$ cat config.mk
export PLATFORM = sky130hd
export DESIGN_NAME = key_pulse_conditioner
export DESIGN_NICKNAME = d
export VERILOG_FILES = /design/src/rtl/key_pulse_conditioner.sv
export SDC_FILE = /design/constraint.sdc
export NUM_CORES = 1
export LEC_CHECK = 0
export ABC_AREA = 1
export CAP_MARGIN = 0
export CORE_AREA = 2 2 157 159
export DETAILED_ROUTE_END_ITERATION = 8
export DIE_AREA = 0 0 159 161
export PLACE_DENSITY = 0.72
export RECOVER_POWER = 100
export SLEW_MARGIN = 25
export SYNTH_ARGS = -nofsm -noshare
export SYNTH_HDL_FRONTEND = slang
export SYNTH_SLANG_ARGS = --single-unit
$ cat constraint.sdc
create_clock -name clk_i -period 1.84 [get_ports clk_i]
set_clock_uncertainty 0.05 [all_clocks]
set_input_delay 0.184 -clock clk_i [delete_from_list [all_inputs] [get_ports clk_i]]
set_output_delay 0.184 -clock clk_i [all_outputs]
set_load 0.01 [all_outputs]
$ cat src/rtl/key_pulse_conditioner.sv
`default_nettype none
// key_pulse_conditioner: per-key synchroniser, debounce filter and press/release/auto-repeat
// pulse generator, with optional single-owner arbitration between keys.
// Rev 1.0
module key_pulse_conditioner #(
   parameter int NUM_KEYS        = 4,
   parameter int SYNC_STAGES     = 2,
   parameter int DEBOUNCE_CYCLES = 50000,
   parameter int REPEAT_DELAY    = 25000000,
   parameter int REPEAT_RATE     = 5000000,
   parameter int ACTIVE_LOW_KEYS = 1,
   parameter int EXCLUSIVE       = 1
) (
   input  logic                clk_i,
   input  logic                rst_ni,
   input  logic [NUM_KEYS-1:0] key_raw_i,
   input  logic [NUM_KEYS-1:0] repeat_en_i,
   output logic [NUM_KEYS-1:0] press_pulse_o,
   output logic [NUM_KEYS-1:0] release_pulse_o,
   output logic [NUM_KEYS-1:0] held_o
);
   localparam int DB_W    = $clog2(DEBOUNCE_CYCLES + 1);
   localparam int RPT_MAX = (REPEAT_DELAY > REPEAT_RATE) ? REPEAT_DELAY : REPEAT_RATE;
   localparam int RC_W    = $clog2(RPT_MAX + 1);
   localparam int IDX_W   = (NUM_KEYS > 1) ? $clog2(NUM_KEYS) : 1;
   localparam logic [NUM_KEYS-1:0] IDLE_LVL  = {NUM_KEYS{ACTIVE_LOW_KEYS != 0}};
   localparam logic [DB_W-1:0]     DB_LAST   = DB_W'(DEBOUNCE_CYCLES - 1);
   localparam logic [RC_W-1:0]     DLY_LAST  = RC_W'(REPEAT_DELAY - 1);
   localparam logic [RC_W-1:0]     RATE_LAST = RC_W'(REPEAT_RATE - 1);

   typedef enum logic [1:0] {
      S_IDLE   = 2'd0,
      S_DELAY  = 2'd1,
      S_REPEAT = 2'd2
   } state_e;

   logic [NUM_KEYS-1:0] sync_q [SYNC_STAGES];
   logic [NUM_KEYS-1:0] pressed;
   logic [NUM_KEYS-1:0] db_q, db_d;
   logic [DB_W-1:0]     db_cnt_q [NUM_KEYS];
   logic [DB_W-1:0]     db_cnt_d [NUM_KEYS];
   state_e              state_q [NUM_KEYS];
   state_e              state_d [NUM_KEYS];
   logic [RC_W-1:0]     rcnt_q [NUM_KEYS];
   logic [RC_W-1:0]     rcnt_d [NUM_KEYS];
   logic [NUM_KEYS-1:0] blocked_q, blocked_d;
   logic [NUM_KEYS-1:0] press_d, release_d, held_d;
   logic                owner_vld_q, owner_vld_d;
   logic [IDX_W-1:0]    owner_q, owner_d;
   logic                grant_taken;

   // Sync chain resets to the idle pin level so reset exit never looks like an edge.
   always_ff @(posedge clk_i or negedge rst_ni) begin
      if (!rst_ni) begin
         for (int s = 0; s < SYNC_STAGES; s++) sync_q[s] <= IDLE_LVL;
      end else begin
         sync_q[0] <= key_raw_i;
         for (int s = 1; s < SYNC_STAGES; s++) sync_q[s] <= sync_q[s-1];
      end
   end

   assign pressed = sync_q[SYNC_STAGES-1] ^ IDLE_LVL;

   always_comb begin
      db_d = db_q;
      for (int i = 0; i < NUM_KEYS; i++) begin
         db_cnt_d[i] = '0;
         if (pressed[i] != db_q[i]) begin
            if (db_cnt_q[i] == DB_LAST) db_d[i] = ~db_q[i];
            else                        db_cnt_d[i] = db_cnt_q[i] + 1'b1;
         end
      end
   end

   always_comb begin
      blocked_d   = blocked_q;
      press_d     = '0;
      release_d   = '0;
      held_d      = '0;
      owner_vld_d = owner_vld_q;
      owner_d     = owner_q;
      grant_taken = 1'b0;
      for (int i = 0; i < NUM_KEYS; i++) begin
         state_d[i] = state_q[i];
         rcnt_d[i]  = rcnt_q[i];
         case (state_q[i])
            S_IDLE: begin
               if (!db_q[i]) begin
                  blocked_d[i] = 1'b0;
               end else if (!blocked_q[i]) begin
                  // Scan order gives the lowest index priority on simultaneous rises.
                  if (EXCLUSIVE == 0 || (!owner_vld_q && !grant_taken)) begin
                     state_d[i] = S_DELAY;
                     rcnt_d[i]  = '0;
                     press_d[i] = 1'b1;
                     if (EXCLUSIVE != 0) begin
                        grant_taken = 1'b1;
                        owner_vld_d = 1'b1;
                        owner_d     = IDX_W'(i);
                     end
                  end else begin
                     blocked_d[i] = 1'b1;
                  end
               end
            end
            S_DELAY, S_REPEAT: begin
               if (!db_q[i]) begin
                  state_d[i]   = S_IDLE;
                  rcnt_d[i]    = '0;
                  release_d[i] = 1'b1;
                  if (owner_vld_q && owner_q == IDX_W'(i)) owner_vld_d = 1'b0;
               end else if (!repeat_en_i[i]) begin
                  rcnt_d[i] = '0;
               end else if (rcnt_q[i] == ((state_q[i] == S_DELAY) ? DLY_LAST : RATE_LAST)) begin
                  state_d[i] = S_REPEAT;
                  rcnt_d[i]  = '0;
                  press_d[i] = 1'b1;
               end else begin
                  rcnt_d[i] = rcnt_q[i] + 1'b1;
               end
            end
            default: state_d[i] = S_IDLE;
         endcase
         held_d[i] = (state_d[i] != S_IDLE);
      end
   end

   always_ff @(posedge clk_i or negedge rst_ni) begin
      if (!rst_ni) begin
         db_q            <= '0;
         blocked_q       <= '0;
         owner_vld_q     <= 1'b0;
         owner_q         <= '0;
         press_pulse_o   <= '0;
         release_pulse_o <= '0;
         held_o          <= '0;
         for (int i = 0; i < NUM_KEYS; i++) begin
            db_cnt_q[i] <= '0;
            state_q[i]  <= S_IDLE;
            rcnt_q[i]   <= '0;
         end
      end else begin
         db_q            <= db_d;
         blocked_q       <= blocked_d;
         owner_vld_q     <= owner_vld_d;
         owner_q         <= owner_d;
         press_pulse_o   <= press_d;
         release_pulse_o <= release_d;
         held_o          <= held_d;
         for (int i = 0; i < NUM_KEYS; i++) begin
            db_cnt_q[i] <= db_cnt_d[i];
            state_q[i]  <= state_d[i];
            rcnt_q[i]   <= rcnt_d[i];
         end
      end
   end

endmodule
`default_nettype wire

Word-level counts from Yosys, hierarchy flattened

Index checks and enable logic that the tools add are counted.

Register bits: 203
Input port bits: 10

$add $sub $neg: 8
Equal/unequal tests: 35
Muxes and demuxes: 164
Bitwise gates (word level): 5
Reductions and logical operators: 36

Operators by type and width:

| operator                | count |
|---|---|
| $mux W25                | 28 |
| $pmux W25 S2            | 4 |
| $mux W16                | 8 |
| $add A25 B1 Y25 const B | 4 |
| $eq A25 B25 Y1          | 4 |
| $mux W2                 | 40 |
| $mux W1                 | 72 |
| $add A16 B1 Y16 const B | 4 |
| $eq A16 B16 Y1 const B  | 4 |
| $ne A2 B2 Y1 const B    | 12 |
| $pmux W1 S2             | 8 |
| $pmux W2 S2             | 4 |
| $reduce_and A4 Y1       | 4 |
| $reduce_bool A2 Y1      | 8 |
| $eq A2 B2 Y1 const B    | 6 |
| $eq A2 B1 Y1 const B    | 5 |
| $logic_not A2 Y1        | 5 |
| $reduce_and A2 Y1       | 4 |
| $reduce_or A2 Y1        | 4 |
| $logic_and A1 B1 Y1     | 7 |
| $logic_not A1 Y1        | 4 |
| $ne A1 B1 Y1            | 4 |
| $not A1 Y1              | 4 |
| $not A4 Y4              | 1 |

Longest topological paths before layout

Depth after elaboration: 23
Gate-level depth with buffers: 15
Gate-level depth less buffers: 14

Worst setup path after synthesis

Ideal clock, no wire load.

Kind: reg2reg
Start: register state_q[5] in the netlist's numbering
End: register rcnt_q[72] in the netlist's numbering
Library setup time: 0.120 ns
Arrival: 1.574 ns
Data required time: 1.670 ns
Setup slack: 0.097 ns
Cell stages (with the launch flop): 11
Period minus slack after synthesis: 1.743 ns
Path through: dfrtp_1 -> inv_1 -> ha_1 -> nand3_4 -> inv_2 -> nand3_4 -> o21ai_2 -> inv_2 -> a21oi_4 -> buf_6 -> nor2_1

Longest elaborated chain between the ends: 7
Elaborated cells between the ends (all ways): 15
Classes of those cells: eq/ne (6); mux (5); reduce/logical (4)

RTL lines:

| element                         | line    | RTL |
|---|---|---|
| start, declared                 | 42      | `state_e state_q [NUM_KEYS];` |
| start signal, assigned by index | 152     | `state_q[i] <= state_d[i];` |
| $eq A2 B1 Y1                    | 86, 114 |  |
| $mux W25                        | 114     | `end else if (rcnt_q[i] == ((state_q[i] == S_DELAY) ? DLY_LAST : RATE_LAST)) begin` |
| $eq A25 B25 Y1                  | 114     |  |
| $mux W25                        | 114     |  |
| $mux W25                        | 112     | `end else if (!repeat_en_i[i]) begin` |
| $mux W25                        | 107     | `if (!db_q[i]) begin` |
| $pmux W25 S2                    | 86      | `case (state_q[i])` |
| end signal, assigned by index   | 153     | `rcnt_q[i] <= rcnt_d[i];` |
| end, declared                   | 44      | `logic [RC_W-1:0] rcnt_q [NUM_KEYS];` |

Parallel ways exist; a longest one is shown, timed or not.
A chain may end at the register's enable or synchronous reset.

Final worst setup path

Start: register state_q[6] in the netlist's numbering
End: register rcnt_q[96] in the netlist's numbering

The elaborated chain is that of the path after synthesis.

==> flow_summary.json <==
{
  "dieHeight_um": 161,
  "synth_fp_nets": 1628,
  "grt_pass1_vias": 10500,
  "core_area_sq_um": 24000,
  "tritoncts.num_buffers": 24,
  "cts_num_sinks": 203,
  "layout.cells.most_common_list": "314 x nand2_1, 238 x inv_1, 228 x nor2_1",
  "wl_per_cell_um": 13.9,
  "synth_warnings": 0,
  "mostFrequentLayoutCell": "nand2_1",
  "final_area_sq_um": 14600,
  "netlist.area_leader.share_pct": 41.7,
  "grt_setup_unrepaired": "true",
  "cts_root_buffer": "clkbuf_16",
  "gr-usage-met3_pct": 2.70,
  "sum_of_overflow_across_all_layers_after_global_routing": 0,
  "power_per_cell_area_nw_per_um2": 633,
  "required_ns": 2.20,
  "syn-cell-area_sq_um": 11700,
  "cts_htree_levels": 1,
  "final-max-slew-violation-count": 0,
  "path_max_fanout": 8,
  "floorplan.die_area_sq_um": 25600,
  "r2r.worst_path.cells": 12,
  "worstHoldEndpoint": "sync_q[4]",
  "drt-vias-per-instance": 5.24,
  "drt_iter0_markers": 804,
  "route.antenna.remaining_nets": 0,
  "vias": 11000,
  "grt_pass1_wl_um": 47900,
  "ios": 22,
  "post-place-ws_ns": -0.0634,
  "worst_slew_pin_slew_ns": 1.27,
  "timing.critical_path.to_type": "register",
  "first_pass_iters": 6,
  "rows": 57,
  "grt_max_degree": 55,
  "insertion_delay_ns": 0.52,
  "fill_cells": 2071,
  "grt.met2_usage_pct": 36.6,
  "min-delay-start": "key_raw_i[0]",
  "grt_util_all_layers_pct": 21.8,
  "initial_utilization_pct": 48.9,
  "maxCapViolations": 0,
  "finalHoldViolations": 0,
  "min_path_cells": 1,
  "route.detailed.drc": 0,
  "gpl.final_weighted_congestion": 0.947,
  "cts_clk_pin_slew_worst_paths_ns": 0.06,
  "rr_startpoint": "state_q[6]",
  "ctsLongestPathBuffers": 3,
  "port-buffer-count": 21,
  "max_freq_mhz": 528,
  "grt-busiest-layer": "met2",
  "worstPathArrival_ns": 2.26,
  "finish.utilization_pct": 60.9,
  "setup_viol": 2,
  "whs_ns": 0.170,
  "violations": "setup timing",
  "netlist_instances": 1598,
  "ys_seq_elements": 203,
  "reg2reg_to": "rcnt_q[96]",
  "worst_setup_path_type": "reg -> reg",
  "status": "finished with violations",
  "leakage_nw": 6.85,
  "final_period_minus_worst_setup_slack_ns": 1.90,
  "flow.area_growth_from_synthesis_pct": 24.7,
  "synthesis.area_per_instance_sq_um": 7.33,
  "dieWidth_um": 159,
  "final_layout_size_suffix_gt1_share_pct": 17.4,
  "antenna-diode-count": 0,
  "kind_of_start_point_of_the_critical_path": "register",
  "synth_area_leaders": "dfrtp_1 42%, nand2_1 11%, nor2_1 8.3%, inv_1 8.1%, nand3_1 4.9%",
  "hold_class": "in -> reg",
  "cts_tree": "done",
  "detail_placement_hpwl_um": 19700,
  "netlist-cell-type-count": 43,
  "synth.largest_area_cell": "dfrtp_1",
  "gr-usage-met1_pct": 29.8,
  "finalWirelength_um": 29200,
  "nNetsFinal": 1785,
  "final_critical_path_setup_slack_ns": -0.0550,
  "post-route-period-util_pct": 103,
  "detailed_place.area_sq_um": 12900,
  "ir_drop_mv": 0.620,
  "r2r_setup_slack_ns": -0.06,
  "synth.yosys.seq_area_share_pct": 43.5,
  "slew_headroom_pct": 15.3,
  "grt_antenna_before_repair": 0
}
==> report_power, final <==
| group | internal (mW) | leakage [nW] | switching [mW] |
|---|---|---|---|
| registers | 4.50 | 2.70 | 0.0210 |
| logic | 0.0608 | 3.77 | 0.148 |
| clock network | 2.63 | 0.373 | 1.88 |
==> how the worst max path moves through the flow <==
stage | start | endpoint | slack, ns | cells past startpoint
3_5_place_dp | state_q[4] | rcnt_q[58] | -0.06 | 11
3_3_place_gp | rcnt_q[75] | rcnt_q[82] | 0.007 | 9
2_1_floorplan | state_q[5] | rcnt_q[72] | 0.1 | 10
5_1_grt | state_q[6] | rcnt_q[89] | -0.13 | 11
6_report | state_q[6] | rcnt_q[96] | -0.06 | 12
4_1_cts | state_q[6] | rcnt_q[47] | -0.005 | 12
==> synthesized netlist by cell type <==
library cell,instances
nand2_1,336
nor2_1,258
inv_1,254
dfrtp_1,195
nand3_1,115
nor3_1,77
a21oi_1,60
nand4_1,56
o21ai_0,55
xor2_1,27
ha_1,20
nor4_1,13
o21ai_1,12
buf_6,10
nor3b_1,10
xnor2_1,9
dfstp_2,8
inv_2,8
nand2_2,8
a31oi_1,7
buf_2,6
nand3b_1,6
o21a_1,6
nor2_2,4
nor2_4,4
nand2_4,3
nand3_4,3
nor3_2,3
o21bai_1,3
a211oi_1,2
a21oi_4,2
a2bb2oi_1,2
and3_1,2
nand3_2,2
o211ai_1,2
o21ai_2,2
or2_2,2
a21oi_2,1
a41oi_1,1
buf_4,1
nand4_4,1
o22ai_1,1
o31ai_1,1
==> repair_timing <==
action | CTS | global route
hold buffers | 4 | 0
cloned | 2 | 4
endpoints found under the setup margin | 37 | 128
hold endpoints to repair | 53 | 0
pin swaps | 4 | 73
resized for setup | 15 | 193
setup buffers | 1 | 32
==> worst max-delay path, stage by stage (launching register included) <==
cell and delay (ns):
dfrtp_1 0.39, inv_1 0.12, ha_4 0.16, nand2_4 0.07, inv_4 0.08, nand2_8 0.07, buf_6 0.14, nand2_8 0.10
buf_6 0.14, buf_4 0.11, nand4_1 0.10, xor2_1 0.20, nor2_2 0.06
==> stage by stage <==
stage	setup TNS [ns]	total power, mW	std cells
CTS	-0.00496	9.38	2061
finish	-0.0920	9.24	2097
global route	-5.91	9.58	2097
floorplan	0	4.66	1598
detailed placement	-0.317	4.83	2010
global placement	0	4.82	2010
==> metal layers <==
layer | vias up | share of wire, % | wire length [um]
li1 | 5443 | - | -
met1 | 5145 | 44 | 13000
met2 | 338 | 47 | 13800
met3 | 72 | 5.6 | 1640
met4 | 0 | 2.6 | 766
met5 | - | 0 | 0
==> flip-flops by register name, indices dropped and copies added (netlist names) <==
register and count:
blocked_q 4, db_cnt_q 64, db_q 4, held_o 4, owner_q 2, owner_vld_q 1
press_pulse_o 4, rcnt_q 100, release_pulse_o 4, state_q 8, sync_q 8
==> final cells by class <==
type,instances,area (sq um),share of cell area [%]
clock buffer,31,647,4.43
clock inverter,13,106,0.728
inverter,262,1010,6.90
multi-input combinational,1118,6070,41.6
sequential,203,5090,34.9
tap,324,405,2.78
timing repair buffer,146,1270,8.71
==> kinds of logic after synthesis <==
logic type,synth area share (%)
compound gates,7.48
xor+xnor,2.69
fa+ha+maj,2.14
buf+inv,9.68
flops,43.5
simple gates,34.5
Note: power is estimated with default switching activity, not from simulation.
